===== config.mk =====
export PLATFORM = sky130hd
export DESIGN_NAME = calc_key_controller
export DESIGN_NICKNAME = d
export VERILOG_FILES = /design/src/rtl/calc_key_controller.sv
export SDC_FILE = /design/constraint.sdc
export NUM_CORES = 1
export LEC_CHECK = 0
export ABC_AREA = 0
export ABC_CLOCK_PERIOD_IN_PS = 5300
export CAP_MARGIN = 20
export CORE_ASPECT_RATIO = 0.7
export CORE_MARGIN = 3
export CORE_UTILIZATION = 45
export DETAILED_ROUTE_END_ITERATION = 8
export PLACE_DENSITY = 0.74
export SLEW_MARGIN = 10
export SYNTH_ARGS = -nofsm -noshare
export SYNTH_HDL_FRONTEND = slang
export SYNTH_SLANG_ARGS = --single-unit

===== constraint.sdc =====
create_clock -name clk -period 5.3 [get_ports clk]
set_input_delay 1.06 -clock clk [delete_from_list [all_inputs] [get_ports clk]]
set_output_delay 1.06 -clock clk [all_outputs]
set_load 0.03 [all_outputs]

===== src/rtl/calc_key_controller.sv =====
// Calculator sequencer: assembles hex operands from key codes, issues ALU requests
// and chains operators left to right; outputs are registered from next-state values.
module calc_key_controller #(
  parameter int WIDTH = 8
) (
  input  logic             clk,
  input  logic             rst_n,
  input  logic [4:0]       i_key,
  input  logic             i_key_valid,
  output logic             o_key_ready,
  output logic [WIDTH-1:0] o_alu_a,
  output logic [WIDTH-1:0] o_alu_b,
  output logic [1:0]       o_alu_op,
  output logic             o_alu_valid,
  input  logic             i_alu_ready,
  input  logic [WIDTH-1:0] i_alu_result,
  input  logic             i_alu_error,
  input  logic             i_alu_result_valid,
  output logic [WIDTH-1:0] o_display,
  output logic             o_display_error,
  output logic             o_busy
);

  typedef enum logic [2:0] {
    S_ENTER_A, S_OP_WAIT, S_ENTER_B, S_ALU_REQ, S_ALU_WAIT, S_RESULT, S_ERROR
  } state_e;

  state_e           state_q, state_d;
  logic [WIDTH-1:0] a_q, a_d, b_q, b_d, disp_q, disp_d;
  logic [1:0]       op_q, op_d, next_op_q, next_op_d;
  logic             chain_q, chain_d;
  logic             key_rdy_q, key_rdy_d, alu_vld_q, alu_vld_d;
  logic             busy_q, busy_d, err_q, err_d;

  logic             key_fire, is_digit, is_op, is_eq, is_ac, resp;
  logic [2:0]       op_m1;
  logic [WIDTH-1:0] digit_z;

  assign key_fire = i_key_valid && key_rdy_q;
  assign is_digit = ~i_key[4];
  assign is_ac    = (i_key == 5'b10000);
  assign is_eq    = (i_key == 5'b10101);
  assign is_op    = (i_key[4:3] == 2'b10) && (i_key[2:0] >= 3'd1) && (i_key[2:0] <= 3'd4);
  assign op_m1    = i_key[2:0] - 3'd1;
  assign digit_z  = {{(WIDTH-4){1'b0}}, i_key[3:0]};
  // A response accepted together with the request is handled as if already waiting.
  assign resp     = i_alu_result_valid &&
                    (state_q == S_ALU_WAIT || (state_q == S_ALU_REQ && i_alu_ready));

  always_comb begin
    state_d   = state_q;
    a_d       = a_q;
    b_d       = b_q;
    op_d      = op_q;
    next_op_d = next_op_q;
    chain_d   = chain_q;
    if (key_fire) begin
      if (is_ac) begin
        state_d   = S_ENTER_A;
        a_d       = '0;
        b_d       = '0;
        op_d      = '0;
        next_op_d = '0;
        chain_d   = 1'b0;
      end else begin
        case (state_q)
          S_ENTER_A: begin
            if (is_digit && a_q[WIDTH-1:WIDTH-4] == 4'd0) a_d = {a_q[WIDTH-5:0], i_key[3:0]};
            else if (is_op) begin
              op_d    = op_m1[1:0];
              state_d = S_OP_WAIT;
            end
          end
          S_OP_WAIT: begin
            if (is_digit) begin
              b_d     = digit_z;
              state_d = S_ENTER_B;
            end else if (is_op) op_d = op_m1[1:0];
          end
          S_ENTER_B: begin
            if (is_digit && b_q[WIDTH-1:WIDTH-4] == 4'd0) b_d = {b_q[WIDTH-5:0], i_key[3:0]};
            else if (is_op) begin
              next_op_d = op_m1[1:0];
              chain_d   = 1'b1;
              state_d   = S_ALU_REQ;
            end else if (is_eq) begin
              chain_d = 1'b0;
              state_d = S_ALU_REQ;
            end
          end
          S_RESULT: begin
            if (is_digit) begin
              a_d     = digit_z;
              state_d = S_ENTER_A;
            end else if (is_op) begin
              op_d    = op_m1[1:0];
              state_d = S_OP_WAIT;
            end
          end
          default: ;
        endcase
      end
    end
    if (state_q == S_ALU_REQ && i_alu_ready) state_d = S_ALU_WAIT;
    if (resp) begin
      if (i_alu_error) state_d = S_ERROR;
      else begin
        a_d = i_alu_result;
        b_d = '0;
        if (chain_q) begin
          op_d    = next_op_q;
          state_d = S_OP_WAIT;
        end else state_d = S_RESULT;
      end
    end
  end

  always_comb begin
    key_rdy_d = (state_d != S_ALU_REQ) && (state_d != S_ALU_WAIT);
    busy_d    = ~key_rdy_d;
    alu_vld_d = (state_d == S_ALU_REQ);
    err_d     = (state_d == S_ERROR);
    disp_d    = a_d;
    if (state_d == S_ENTER_B) disp_d = b_d;
    else if (state_d == S_ERROR) disp_d = '0;
  end

  always_ff @(posedge clk or negedge rst_n) begin
    if (!rst_n) begin
      state_q   <= S_ENTER_A;
      a_q       <= '0;
      b_q       <= '0;
      op_q      <= '0;
      next_op_q <= '0;
      chain_q   <= 1'b0;
      key_rdy_q <= 1'b1;
      busy_q    <= 1'b0;
      alu_vld_q <= 1'b0;
      err_q     <= 1'b0;
      disp_q    <= '0;
    end else begin
      state_q   <= state_d;
      a_q       <= a_d;
      b_q       <= b_d;
      op_q      <= op_d;
      next_op_q <= next_op_d;
      chain_q   <= chain_d;
      key_rdy_q <= key_rdy_d;
      busy_q    <= busy_d;
      alu_vld_q <= alu_vld_d;
      err_q     <= err_d;
      disp_q    <= disp_d;
    end
  end

  assign o_key_ready     = key_rdy_q;
  assign o_alu_a         = a_q;
  assign o_alu_b         = b_q;
  assign o_alu_op        = op_q;
  assign o_alu_valid     = alu_vld_q;
  assign o_busy          = busy_q;
  assign o_display       = disp_q;
  assign o_display_error = err_q;

endmodule


### Word level (Yosys, flattened, before mapping)

Cells that the tools add are included.

* output and inout bits: 30
* logic and storage cells: 96
* flip-flop bits (word level): 36
* bits of input ports: 19

* bitwise logic cells: 2
* muxes and demuxes: 48
* $add $sub $neg: 1
* equality and inequality tests: 14
* reduce and logical (&&, ||, !) cells: 18
* $lt $le $gt $ge: 2

Operators with widths (count)
* $mux 8: 14
* $mux 3: 13
* $pmux 8 s2: 2
* $mux 2: 12
* $eq 3x2->1 const B: 4
* $pmux 3 s4: 1
* $eq 5x5->1 const B: 2
* $eq 3x3->1 const B: 3
* $logic_and 1x1->1: 8
* $logic_not 4->1: 2
* $reduce_and 4->1: 2
* $mux 1: 5
* $pmux 2 s2: 1
* $reduce_bool 2->1: 2
* $eq 3x1->1 const B: 1
* $ge 3x1->1 const B: 1
* $le 3x3->1 const B: 1
* $logic_not 3->1: 1
* $ne 3x2->1 const B: 1
* $ne 3x3->1 const B: 1
* $reduce_bool 3->1: 1
* $eq 2x2->1 const B: 1
* $ne 2x2->1 const B: 1
* $not 1->1: 2
* 3 further kinds: 3

### Longest topological paths before layout

* word-level depth: 13
* depth in mapped cells: 9
* mapped depth without buffers: 8

### Worst setup path after synthesis

No wires, ideal clock.

* path kind: input -> register
* start: in i_key[1]
* end: reg disp_q[4], in the netlist o_display[4]
* setup time: 120 ps
* data arrival time: 2620 ps
* buffers on the path: 1
* required time: 5180 ps
* stages: 8
* path slack: 2560 ps
* cell sequence: inv_1 -> ha_1 -> nand2_1 -> a2111o_1 -> a221o_1 -> and3_1 -> buf_6 -> a31o_1

* word-level cells in the longest chain between the ends: 13
* elaborated cells between the ends (all ways): 29
* those cells by class: 2 x order compare; 4 x eq/ne; 21 x mux; 2 x reduce/logical

Ends and longest elaborated chain
* from (decl): RTL line 8 `input logic [4:0] i_key,`
* $ge 3x1->1: RTL line 43 `assign is_op = (i_key[4:3] == 2'b10) && (i_key[2:0] >= 3'd1) && (i_key[2:0] <= 3'd4);`
* $logic_and 1x1->1 (2 in series): RTL line 43
* $mux 3 (on tied branches): RTL line 69, 95, 82
* $mux 3 (on tied branches): RTL line 92, 68, 81
* $pmux 3 s4: RTL line 66 `case (state_q)`
* $mux 3: RTL line 58 `if (is_ac) begin`
* $mux 3: RTL line 57 `if (key_fire) begin`
* $mux 3: RTL line 104 `if (state_q == S_ALU_REQ && i_alu_ready) state_d = S_ALU_WAIT;`
* $mux 3: RTL line 105 `if (resp) begin`
* $eq 3x3->1: RTL line 125 `else if (state_d == S_ERROR) disp_d = '0;`
* $mux 8: RTL line 125
* $mux 8 (*): RTL line 124 `if (state_d == S_ENTER_B) disp_d = b_d;`
* via disp_d[4]: RTL line 29 `logic [WIDTH-1:0] a_q, a_d, b_q, b_d, disp_q, disp_d;`
* to (signal assigned): RTL line 152 `disp_q <= disp_d;`
* to (decl): RTL line 29

Mark *: on every way through the listed nets, which the timed path passes. The rest lies on a longest branch.
A chain may end at the register's enable or synchronous reset.

### Worst setup path after layout

* start: in i_key[0]
* end: reg busy_q, in the netlist o_busy

* word-level cells in the longest chain between the ends: 13
* elaborated cells between the ends (all ways): 21
* those cells by class: 2 x order compare; 4 x eq/ne; 11 x mux; 1 x bitwise; 3 x reduce/logical

Ends and longest elaborated chain
* $ge 3x1->1: RTL line 43
* $logic_and 1x1->1 (2 in series): RTL line 43
* $mux 3 (on tied branches): RTL line 69, 95, 82
* $mux 3 (on tied branches): RTL line 92, 68, 81
* $pmux 3 s4: RTL line 66
* $mux 3 (*): RTL line 58
* $mux 3 (*): RTL line 57
* $mux 3 (*): RTL line 104
* $mux 3 (*): RTL line 105
* $ne 3x2->1 or $ne 3x3->1 (tied branches): RTL line 119 `key_rdy_d = (state_d != S_ALU_REQ) && (state_d != S_ALU_WAIT);`
* $logic_and 1x1->1 (*): RTL line 119
* $not 1->1 (*): RTL line 120 `busy_d = ~key_rdy_d;`
* via busy_d: RTL line 33 `logic busy_q, busy_d, err_q, err_d;`
* to (signal assigned): RTL line 149 `busy_q <= busy_d;`
* to (decl): RTL line 33

Marks and branches as above.

==> results_dict.tcl <==
set metrics [dict create \
    min_period_ns 3.31 \
    critPathKind "in2reg" \
    path_depth 10 \
    reg2reg_from "state_q[2]" \
    core-area_um2 4160 \
    yosys.area_share.simple_pct 23.1 \
    dieArea_um2 5460 \
    num_io_pins 49 \
    r2r_cells 6 \
    synth_edf_count 0 \
    syn_inst 223 \
    drc 0 \
    hp-class "reg2reg" \
    fin_crit_sh_pct 62.4 \
    holdPathEnd "o_alu_op[1]" \
    fin_tns_setup_ns 0 \
    yosysUniqueCellTypes 55 \
    ys_ff_latch 36 \
    drt_iter0_markers 254 \
    drive_above_1_share_pct 7.35 \
    p_leak_nw 1.13 \
    io_buffers 48 \
    min-delay-start "next_op_q[1]" \
    postCtsSetupBuffers 0 \
    cp-end-kind "flop" \
    area_delta_synth_final_pct 29.0 \
    vias_per_cell 5.98 \
    post-dp-hpwl_um 4250 \
    cts_num_sinks 36 \
    initial_utilization_pct 49.7 \
    grt_first_pass_wirelength_um 9520 \
    cts_root_buffer "clkbuf_8" \
    synth_xor_area_share_pct 0.424 \
    vias 1936 \
    outcome "finished clean" \
    worstPathRequired_ns 5.53 \
    n_antenna_cell 0 \
    max_stage_delay_ns 0.55 \
    path_max_fanout 10 \
    insertion_delay_ns 0.29 \
    setup_viol 0 \
    p_per_area_nw_per_um2 546 \
    path_buf_inv 3 \
    dr.pass1.iters 5 \
    r2r_slack_ns 2.83 \
    cpMaxStageDelayCell "clkdlybuf4s50_1" \
    syn-cell-area_um2 2070 \
    globalplace.congestion 0.968 \
    cts_tree "built" \
    ys.warnings.count 0 \
    hold_depth 1 \
    synth_top_family_by_area "compound AO/OA/AOI/OAI gates" \
    die_width_um 87.0 \
    synth_compound_area_share_pct 26.9 \
    slew_headroom_pct 46.3 \
    crit_family "buffers and inverters" \
    fin_skew_ns 0.00663 \
    synth.mux.area_fraction_pct 0.545 \
    grt-ovfl-total 0 \
    finalHoldViolCount 0 \
    grt.total_usage_pct 22.3 \
    worst_r2r_endpoint "o_display[5]" \
    die_h_um 62.7 \
    cts_max_level 2 \
    start_kind "input port" \
    synth_nets 244 \
    yosysSeqAreaShare_pct 43.6 \
    ir_worst_vdd_mv 0.358 \
    postSynthAreaPerCell_um2 9.27 \
    routedWlPerCell_um 17.9 \
    ant_nets 0 \
    totalWireLength_um 5790 \
    hold_buffers 0 \
    cts_made_buffers 5 \
    antenna_found_initial 0 \
    ys_async_sr_fraction_pct 100 \
    crit_chain "clkdlybuf4s50_1 -> inv_1 -> ha_1 -> nor4bb_1 -> buf_4 -> o21ai_0 -> a211oi_1 -> a21o_1 -> and3_1 -> a21o_1" \
    synth_fa_ha_area_share_pct 1.21 \
    cp_common_cell "a21o_1" \
    cap_violations 0 \
    clk_pin_slew_worst_paths_ns 0.07 \
    cts_resized 0 \
    drv_slew 0 \
    final_nets 292 \
    synth_ff_type "dfrtp_1" \
    arrival_ns 3.53 \
    cts_max_path_buffers 2 \
    rows 19 \
    final_util_pct 64.1 \
    grt_max_degree 37 \
    grt_pass1_vias 1814 \
    tightest_slew_ns 0.805 \
    grt_setup_unrepaired "false" \
    fmax_mhz 302 \
]
registers in the layout, summed over array words and instances (netlist names):
name and count:
chain_q 1, next_op_q 2, o_alu_a 8, o_alu_b 8
o_alu_op 2, o_alu_valid 1, o_busy 1, o_display 8
o_display_error 1, o_key_ready 1, state_q 3
final cells by class:
type                       instances  area, um^2
timing repair buffer              50         490
sequential                        36         902
inverter                          10        37.5
clock inverter                     1        7.51
fill                             322        1490
tap                               52        65.1
clock buffer                       7        86.3
multi-input combinational        168        1080
synth_stat cells (2+ instances only):
| cell | count | area share, % |
|---|---|---|
| a221o_1 | 3 | 1.5 |
| o31ai_1 | 2 | 0.73 |
| nor3_1 | 4 | 0.97 |
| buf_2 | 7 | 1.7 |
| a21o_1 | 5 | 1.8 |
| o2bb2ai_1 | 2 | 0.85 |
| o21ai_0 | 12 | 2.9 |
| dfrtp_1 | 35 | 42 |
| nand3_1 | 9 | 2.2 |
| o21a_1 | 4 | 1.5 |
| a211oi_1 | 3 | 1.1 |
| a21oi_2 | 2 | 0.85 |
| nor4bb_1 | 2 | 0.97 |
| nor2_1 | 17 | 3.1 |
| nor3b_1 | 2 | 0.73 |
| nor4_1 | 3 | 0.91 |
| and3_1 | 2 | 0.61 |
| a22oi_1 | 5 | 1.8 |
| nand2_1 | 22 | 4.0 |
| nor2b_1 | 9 | 2.7 |
| o211ai_1 | 6 | 2.2 |
| nand2b_1 | 3 | 0.91 |
| inv_1 | 10 | 1.8 |
| a21oi_1 | 17 | 4.1 |
| o22ai_1 | 4 | 1.2 |
| a221oi_1 | 2 | 0.85 |
| and2_1 | 2 | 0.61 |
| ha_1 | 2 | 1.2 |
layout by cell type (no fill, tap or decap), types with 3 or more instances in the layout:
master | netlist | final
clkdlybuf4s50_1 | 0 | 47
dfrtp_1 | 35 | 35
nand2_1 | 22 | 22
nor2_1 | 17 | 17
a21oi_1 | 17 | 17
o21ai_0 | 12 | 12
inv_1 | 10 | 10
nor2b_1 | 9 | 9
nand3_1 | 9 | 9
o211ai_1 | 6 | 6
clkbuf_8 | 0 | 6
a21o_1 | 5 | 5
a22oi_1 | 5 | 5
o21a_1 | 4 | 4
nor3_1 | 4 | 4
o22ai_1 | 4 | 4
nor4_1 | 3 | 3
nand2b_1 | 3 | 3
a221o_1 | 3 | 3
a211oi_1 | 3 | 3
metal layers:
metal / global-route usage [%] / share of wire [%] / vias up / routed length, um
li1: - / - / 931 / -
met2: 28.5 / 41 / 102 / 2370
met4: 4.86 / 0.40 / 0 / 23
met1: 36.7 / 50 / 899 / 2890
met5: 0 / 0 / - / 0
met3: 5.67 / 8.8 / 4 / 512
report_power, final:
part	internal, mW	total [mW]	leakage [nW]	switching, mW
clock network	0.106	0.205	0.0445	0.0995
logic	0.311	0.761	0.627	0.449
registers	0.376	0.490	0.455	0.114
total	0.793	1.46	1.13	0.663
kinds of logic after synthesis:
kind of cell | count (synthesis)
XOR/XNOR | 1
AO/OA/AOI/OAI | 79
buffers and inverters | 19
flip-flops | 36
adder cells (fa/ha/maj) | 2
AND/OR/NAND/NOR | 85
multiplexers | 1
stage by stage:
stage | instance area, um^2 | hold slack [ns] | power, mW | worst slack [ns] | instances
CTS | 2670 | 0.520 | 1.46 | 2.02 | 324
floorplan | 2070 | 0.481 | 0.971 | 2.56 | 223
detailed placement | 2570 | 0.503 | 1.25 | 1.73 | 316
global route | 2670 | 0.542 | 1.55 | 1.77 | 324
global placement | 2570 | 0.487 | 1.25 | 1.83 | 316
finish | 2670 | 0.511 | 1.46 | 1.99 | 324
how the worst max path moves through the flow:
stage	startpoint	to	slack (ns)
2_1_floorplan	i_key[1]	o_display[4]	2.56
3_3_place_gp	i_key[0]	o_display[4]	1.83
3_5_place_dp	i_key[0]	o_busy	1.73
4_1_cts	i_key[0]	o_busy	2.02
5_1_grt	i_key[0]	o_busy	1.77
6_report	i_key[0]	o_busy	1.99
No activity file was read; power rests on OpenSTA's default activity.
